==> config.mk <==
export PLATFORM = sky130hd
export DESIGN_NAME = regfile_wb_arbiter_flat
export DESIGN_NICKNAME = d
export VERILOG_FILES = /design/src/rtl/regfile_wb_arbiter_if.sv /design/src/rtl/regfile_wb_arbiter.sv /design/src/flat_wrapper.sv
export SDC_FILE = /design/constraint.sdc
export NUM_CORES = 1
export LEC_CHECK = 0
export BUFFER_PORTS_ARGS = -buffer_cell sky130_fd_sc_hd__buf_2
export CAP_MARGIN = 30
export CELL_PAD_IN_SITES_DETAIL_PLACEMENT = 0
export CELL_PAD_IN_SITES_GLOBAL_PLACEMENT = 1
export CORE_MARGIN = 2
export CORE_UTILIZATION = 29
export CTS_CLUSTER_SIZE = 28
export DETAILED_ROUTE_END_ITERATION = 12
export GPL_ROUTABILITY_DRIVEN = 0
export PLACE_DENSITY = 0.83
export SYNTH_ARGS = -nofsm -noshare
export SYNTH_HDL_FRONTEND = slang
export SYNTH_SLANG_ARGS = --single-unit
==> constraint.sdc <==
create_clock -name clk -period 2.1 [get_ports clk]
set_clock_uncertainty 0.05 [all_clocks]
set_input_delay 0.525 -clock clk [delete_from_list [all_inputs] [get_ports clk]]
set_output_delay 0.525 -clock clk [all_outputs]
set_load 0.005 [all_outputs]
==> src/rtl/regfile_wb_arbiter_if.sv <==
// Write-back bus between the ALU/load producers, the issue stage and the
// register-file write-back arbiter.
interface regfile_wb_arbiter_if #(
  parameter int DATA_W = 64,
  parameter int ADDR_W = 5
);
  logic              a_valid;
  logic [ADDR_W-1:0] a_rd;
  logic [DATA_W-1:0] a_data;
  logic              a_ready;
  logic              b_valid;
  logic [ADDR_W-1:0] b_rd;
  logic [DATA_W-1:0] b_data;
  logic              b_ready;
  logic              issue_valid;
  logic [ADDR_W-1:0] issue_rd;
  logic              RegWrite;
  logic [ADDR_W-1:0] RD;
  logic [DATA_W-1:0] WriteData;
  logic [2**ADDR_W-1:0] busy;

  modport master (
    output a_valid, a_rd, a_data,
    output b_valid, b_rd, b_data,
    output issue_valid, issue_rd,
    input  a_ready, b_ready,
    input  RegWrite, RD, WriteData, busy
  );

  modport slave (
    input  a_valid, a_rd, a_data,
    input  b_valid, b_rd, b_data,
    input  issue_valid, issue_rd,
    output a_ready, b_ready,
    output RegWrite, RD, WriteData, busy
  );
endinterface

==> src/rtl/regfile_wb_arbiter.sv <==
// Round-robin write-back arbiter for the register file write port,
// with a per-register pending-write busy vector for hazard stalls.
module regfile_wb_arbiter #(
  parameter int DATA_W = 64,
  parameter int ADDR_W = 5
) (
  input logic                 clk,
  input logic                 reset,
  regfile_wb_arbiter_if.slave bus
);
  localparam int NREG = 2**ADDR_W;

  typedef enum logic {GNT_A, GNT_B} grant_t;

  grant_t            r_last;
  logic              r_we;
  logic [ADDR_W-1:0] r_rd;
  logic [DATA_W-1:0] r_wd;
  logic [NREG-1:0]   r_busy;

  logic              w_gnt_a;
  logic              w_gnt_b;
  logic              w_xfer;
  logic              w_wr;
  logic [ADDR_W-1:0] w_rd;
  logic [DATA_W-1:0] w_wd;
  logic [NREG-1:0]   w_busy_nxt;

  always_comb begin
    w_gnt_a = 1'b0;
    w_gnt_b = 1'b0;
    if (!reset) begin
      if (bus.a_valid && bus.b_valid) begin
        w_gnt_a = (r_last == GNT_B);
        w_gnt_b = (r_last == GNT_A);
      end else begin
        w_gnt_a = bus.a_valid;
        w_gnt_b = bus.b_valid;
      end
    end
  end

  assign w_xfer = w_gnt_a | w_gnt_b;
  assign w_rd   = w_gnt_b ? bus.b_rd : bus.a_rd;
  assign w_wd   = w_gnt_b ? bus.b_data : bus.a_data;
  assign w_wr   = w_xfer && (w_rd != '0);

  // Set is applied after clear so a same-cycle reissue stays busy.
  always_comb begin
    w_busy_nxt = r_busy;
    if (w_wr)
      w_busy_nxt[w_rd] = 1'b0;
    if (bus.issue_valid && (bus.issue_rd != '0))
      w_busy_nxt[bus.issue_rd] = 1'b1;
    w_busy_nxt[0] = 1'b0;
  end

  always_ff @(posedge clk) begin
    if (reset) begin
      r_last <= GNT_B;
      r_we   <= 1'b0;
      r_rd   <= '0;
      r_wd   <= '0;
      r_busy <= '0;
    end else begin
      r_we   <= w_wr;
      r_busy <= w_busy_nxt;
      if (w_xfer) begin
        r_rd   <= w_rd;
        r_wd   <= w_wd;
        r_last <= w_gnt_b ? GNT_B : GNT_A;
      end
    end
  end

  assign bus.a_ready   = w_gnt_a;
  assign bus.b_ready   = w_gnt_b;
  assign bus.RegWrite  = r_we;
  assign bus.RD        = r_rd;
  assign bus.WriteData = r_wd;
  assign bus.busy      = r_busy;
endmodule

==> src/flat_wrapper.sv <==
// flat-port wrapper written by rule: the top's interface ports become plain ports
module regfile_wb_arbiter_flat 
#(
  parameter int DATA_W = 64,
  parameter int ADDR_W = 5
)
  (clk, reset, bus_a_valid, bus_a_rd, bus_a_data, bus_b_valid, bus_b_rd, bus_b_data, bus_issue_valid, bus_issue_rd, bus_a_ready, bus_b_ready, bus_RegWrite, bus_RD, bus_WriteData, bus_busy);
  regfile_wb_arbiter_if #(.DATA_W(DATA_W), .ADDR_W(ADDR_W)) bus_i ();
  input logic clk;
  input logic reset;
  input wire logic [$bits(bus_i.a_valid)-1:0] bus_a_valid;
  input wire logic [$bits(bus_i.a_rd)-1:0] bus_a_rd;
  input wire logic [$bits(bus_i.a_data)-1:0] bus_a_data;
  input wire logic [$bits(bus_i.b_valid)-1:0] bus_b_valid;
  input wire logic [$bits(bus_i.b_rd)-1:0] bus_b_rd;
  input wire logic [$bits(bus_i.b_data)-1:0] bus_b_data;
  input wire logic [$bits(bus_i.issue_valid)-1:0] bus_issue_valid;
  input wire logic [$bits(bus_i.issue_rd)-1:0] bus_issue_rd;
  output wire logic [$bits(bus_i.a_ready)-1:0] bus_a_ready;
  output wire logic [$bits(bus_i.b_ready)-1:0] bus_b_ready;
  output wire logic [$bits(bus_i.RegWrite)-1:0] bus_RegWrite;
  output wire logic [$bits(bus_i.RD)-1:0] bus_RD;
  output wire logic [$bits(bus_i.WriteData)-1:0] bus_WriteData;
  output wire logic [$bits(bus_i.busy)-1:0] bus_busy;
  assign bus_i.a_valid = bus_a_valid;
  assign bus_i.a_rd = bus_a_rd;
  assign bus_i.a_data = bus_a_data;
  assign bus_i.b_valid = bus_b_valid;
  assign bus_i.b_rd = bus_b_rd;
  assign bus_i.b_data = bus_b_data;
  assign bus_i.issue_valid = bus_issue_valid;
  assign bus_i.issue_rd = bus_issue_rd;
  assign bus_a_ready = bus_i.a_ready;
  assign bus_b_ready = bus_i.b_ready;
  assign bus_RegWrite = bus_i.RegWrite;
  assign bus_RD = bus_i.RD;
  assign bus_WriteData = bus_i.WriteData;
  assign bus_busy = bus_i.busy;
  regfile_wb_arbiter #(.DATA_W(DATA_W), .ADDR_W(ADDR_W)) u_core (.clk(clk), .reset(reset), .bus(bus_i));
endmodule
==> run summary <==
The switching component of the power came out at 0.00130 W. The H-tree depth is 3. The relative area change from synthesis to final layout came out at 39.2%. The clock net in this run drives a total of between 100 and 150 sinks.

Final hold analysis gives a worst-case slack of approximately 0.37 ns. After detailed routing, the average wire length per cell comes to 16.0 um. Summing the areas of all xor and xnor instances in the mapped netlist gives 0% of the synthesized area.

The transition time at the pin with the least slew margin is ~0.75 ns. The biggest fanout along the worst timing path came out at 14. Ranked by total cell area, the synthesized netlist is headed by sky130_fd_sc_hd__dfxtp_1 (42%), sky130_fd_sc_hd__a311oi_1 (11%), sky130_fd_sc_hd__o21ai_0 (8.3%), sky130_fd_sc_hd__nor2_1 (6.7%), sky130_fd_sc_hd__nand2_1 (6.5%). The design area is 6810 um^2.

The via-per-instance ratio is approximately 5. The synthesized-area fraction occupied by and/or/nand/nor cells is between 10% and 20%. The worst reg2reg path startpoint is u_core.r_last$_SDFFE_PP1P_. The flow ran to the end, and the final reports show no timing, DRC or antenna violations.

The synthesized netlist contains 47 unique library cells. The maximum count of clock buffers along a single path came out at 2. The TritonCTS buffer count is 9.

The maximum ir drop on the vdd rail came out at around 0.38 mV. The die is approximately 130 um wide. The time the worst path needs with I/O delays and setup came out at about 2 ns. The number of antenna violations at the first check in global routing came out at 1. The final number of hold-violating endpoints was 0. Dividing total power by cell area gives a power density of just over 700 nW/um^2.

The leakage power total came out at approximately 3 nW. The number of synthesized register bits is 102. After synthesis, flip-flops and latches occupy a little over two fifths of the total area. After the last flow step, the layout net total stands at 990. In this run the vertical extent of the chip is about 130 um. The critical path starts at u_core.r_last$_SDFFE_PP1P_. The finished layout holds 1067 standard cells, fillers aside. The delay of the slowest critical-path stage came out at around 0.34 ns. The worst-case headroom to the max-slew limit came out at approximately half. approximately 250 I/O pins were placed. The combinational group share of total power came out at approximately 17%. The number of vias in the routed layout came out at 5478.

The power share of the sequential group came out at 45.1%. After clock tree synthesis, the clock-pin slew on the worst setup and hold paths is around 0.07 ns. The HPWL after detailed placement is 12200 um.

The required arrival time at the worst endpoint came out at ~1.5 ns. The internal power of the cells totals ~0.0035 W. The clock tree from TritonCTS is built.

Traced cell by cell, the critical path runs through a21bo_2 -> buf_6 -> nor2_4 -> buf_2. The count of final setup violators came out at 0. The synthesized area per cell came out at 8.05 um^2. The fraction of layout cells with a size suffix above 1 came out at a little under two fifths.

The slowest stage of the critical path belongs to the cell sky130_fd_sc_hd__dfxtp_1. The type of the worst setup path is register to primary output. The portion of netlist area occupied by mux cells came out at less than 1%.

The category of the worst setup path launch point is a register. The floorplan row count came out at 47. Once the floorplan was initialized, standard cells occupied between 20% and 30% of the core. The share of total power dissipated in the clock network is approximately 38%. The via count of the first global-routing pass came to between 4000 and 5000. The later-pin clock latency in the skew report came out at 0.35 ns. STA classifies the critical path endpoint as a primary output. In the global route stage, overall resource usage came out at 18.6%. The floorplan step defined a die boundary enclosing between 15000 and 20000 um^2. The placed cell area came out at 6490 um^2. The number of setup buffers added after CTS came out at 0. The synthesized instance count is 608. Leaving out fill and tap cells, the most frequent cell in the layout is sky130_fd_sc_hd__buf_2. After synthesis, the largest family of logic cells by area is compound AO/OA/AOI/OAI gates. The initial detailed-routing violation count came out at between 300 and 400. Setup repair after global routing left no endpoint under its margin.

The count of max-cap constraint violations is 0. The upper clock frequency limit is 506 MHz. The aggregate global routing overflow is 0. The first global-routing pass estimated 26500 um of wire. The count of unresolved DRC violations after routing is 0. The post-synthesis compound-gate area fraction came out at roughly 33%.

Net switching is 27.1% of the power. The number of fill cells in the layout came out at approximately 1700. In this run the clock root is driven by a sky130_fd_sc_hd__clkbuf_16.

The number of placed cells counting well taps is 1051. Data on the critical path arrives at its endpoint at about 1.4 ns. The tightest min-delay check is of the primary input to register type. The number of I/O port buffers is 250.

Yosys printed 0 warnings. Leaving out fill and tap cells, the most frequent cells in the layout are sky130_fd_sc_hd__buf_2 (249), sky130_fd_sc_hd__dfxtp_1 (102), sky130_fd_sc_hd__nor2_1 (86), sky130_fd_sc_hd__nand2_1 (85), sky130_fd_sc_hd__o21ai_0 (81). The first detailed-routing pass ran for 5 iterations. The pin count of the biggest net entering global routing came out at between 100 and 150.

The placeable core region came out at 16500 um^2. The number of enable flip-flop cells after synthesis came out at 0. The biggest area contributor in the post-synthesis netlist is sky130_fd_sc_hd__dfxtp_1. The post-synthesis async set-or-reset flop share came out at 0%. The count of pins over their slew limit came out at 0. The post-synthesis adder-cell area fraction is 0%.

The worst hold path begins at bus_b_data[46]. Summed over its instances, the top area cell type makes up between 40% and 50% of the synthesized netlist area. The count of nets left with antenna violations once routing finished came out at 0. The internal reg-to-reg setup slack is ~0.27 ns. The synthesized cell area came out at slightly below 5000 um^2. After layout, the worst path uses a little over nine tenths of the clock period. The routed design has ~17000 um of wire. The most frequently used flop master after synthesis is sky130_fd_sc_hd__dfxtp_1. The post-synth net total came out at around 760.
==> logic make-up (layout without fill, tap and decap cells) <==
family / Yosys count / count (layout)
compound gates: 219 / 219
buf+inv: 74 / 312
mux: 1 / 1
flops: 102 / 102
other cells: 1 / 2
simple gates: 211 / 211
==> power groups by stage <==
stage / registers, W / logic (W) / clock network (W)
final: 0.00216 / 0.000824 / 0.00181
after floorplan: 0.00221 / 0.000386 / 0
after CTS: 0.00216 / 0.000831 / 0.00186
after global placement: 0.00220 / 0.000827 / 0
after detailed placement: 0.00220 / 0.000828 / 0
after global routing: 0.00218 / 0.000919 / 0.00196
==> Yosys cell counts, types with 2 or more instances <==
master	number
sky130_fd_sc_hd__a311oi_1	64
sky130_fd_sc_hd__buf_1	3
sky130_fd_sc_hd__nand2_1	85
sky130_fd_sc_hd__o21ai_0	81
sky130_fd_sc_hd__nand3b_1	3
sky130_fd_sc_hd__nor3b_1	3
sky130_fd_sc_hd__a32o_1	14
sky130_fd_sc_hd__o2111ai_1	6
sky130_fd_sc_hd__nor3_1	4
sky130_fd_sc_hd__nor2_1	87
sky130_fd_sc_hd__dfxtp_1	102
sky130_fd_sc_hd__o211ai_1	4
sky130_fd_sc_hd__or3b_2	3
sky130_fd_sc_hd__a41oi_1	15
sky130_fd_sc_hd__clkbuf_1	53
sky130_fd_sc_hd__and3b_1	2
sky130_fd_sc_hd__nor2b_1	4
sky130_fd_sc_hd__buf_2	7
sky130_fd_sc_hd__nand4_1	7
sky130_fd_sc_hd__a221o_1	14
sky130_fd_sc_hd__a211oi_1	4
sky130_fd_sc_hd__a21oi_1	7
sky130_fd_sc_hd__a221oi_1	2
sky130_fd_sc_hd__nand3_1	3
sky130_fd_sc_hd__nand2b_1	2
sky130_fd_sc_hd__inv_1	8
==> routing by layer <==
layer	vias to the layer above	routed length (um)	GRT usage [%]
met5	-	0	0
met4	0	308	6.09
met3	28	1350	5.03
met2	230	7680	27.7
met1	2468	7740	25.9
li1	2752	-	-
==> registers in the layout (all words and copies together) (netlist names) <==
name and count:
u_core.bus.RD 5, u_core.bus.busy 31, u_core.bus.WriteData 64, u_core.r_last 1, u_core.bus.RegWrite 1
==> final timing paths <==
check                                               end  cells after the start
setup / recovery                            bus_b_ready                      4
hold / removal    u_core.bus.WriteData[46]$_SDFFE_PP0P_                      3
setup reg to reg         u_core.bus.busy[25]$_SDFF_PP0_                      4
hold reg to reg          u_core.bus.busy[20]$_SDFF_PP0_                      2
==> stage by stage <==
| stage | TNS [ns] | utilization [%] | setup slack, ns | power (W) |
|---|---|---|---|---|
| after CTS | 0 | 41.2 | 0.0681 | 0.00486 |
| after floorplan | 0 | - | 0.0784 | 0.00260 |
| after global placement | -0.0452 | 39.3 | -0.0231 | 0.00303 |
| after global routing | 0 | 41.2 | 0.0370 | 0.00506 |
| after detailed placement | -0.0837 | 39.3 | -0.0431 | 0.00303 |
| final | 0 | 41.2 | 0.123 | 0.00480 |
==> worst max-delay path, delay by kind of cell, from the launching register on <==
family / cells / cell delay [ns]
simple gates: 1 / 0.13
buf+inv: 2 / 0.33
flops: 1 / 0.34
compound gates: 1 / 0.26
==> repair_timing <==
item / 4_1_cts / 5_1_grt
resized for setup: 0 / 1
hold buffers: 0 / 0
setup endpoints to repair: 0 / 1
==> cell type report <==
class,count,area (um^2),share of cell area [%]
well taps,220,275,4.04
multi-input cells,432,2560,37.6
repair buffers,288,1580,23.2
flip-flops and latches,102,2040,30.0
diodes,1,2.50,0.0367
clock inverters,5,85.1,1.25
inverters,9,33.8,0.496
clock buffers,10,229,3.36
Note: power is estimated with default switching activity, not from simulation.
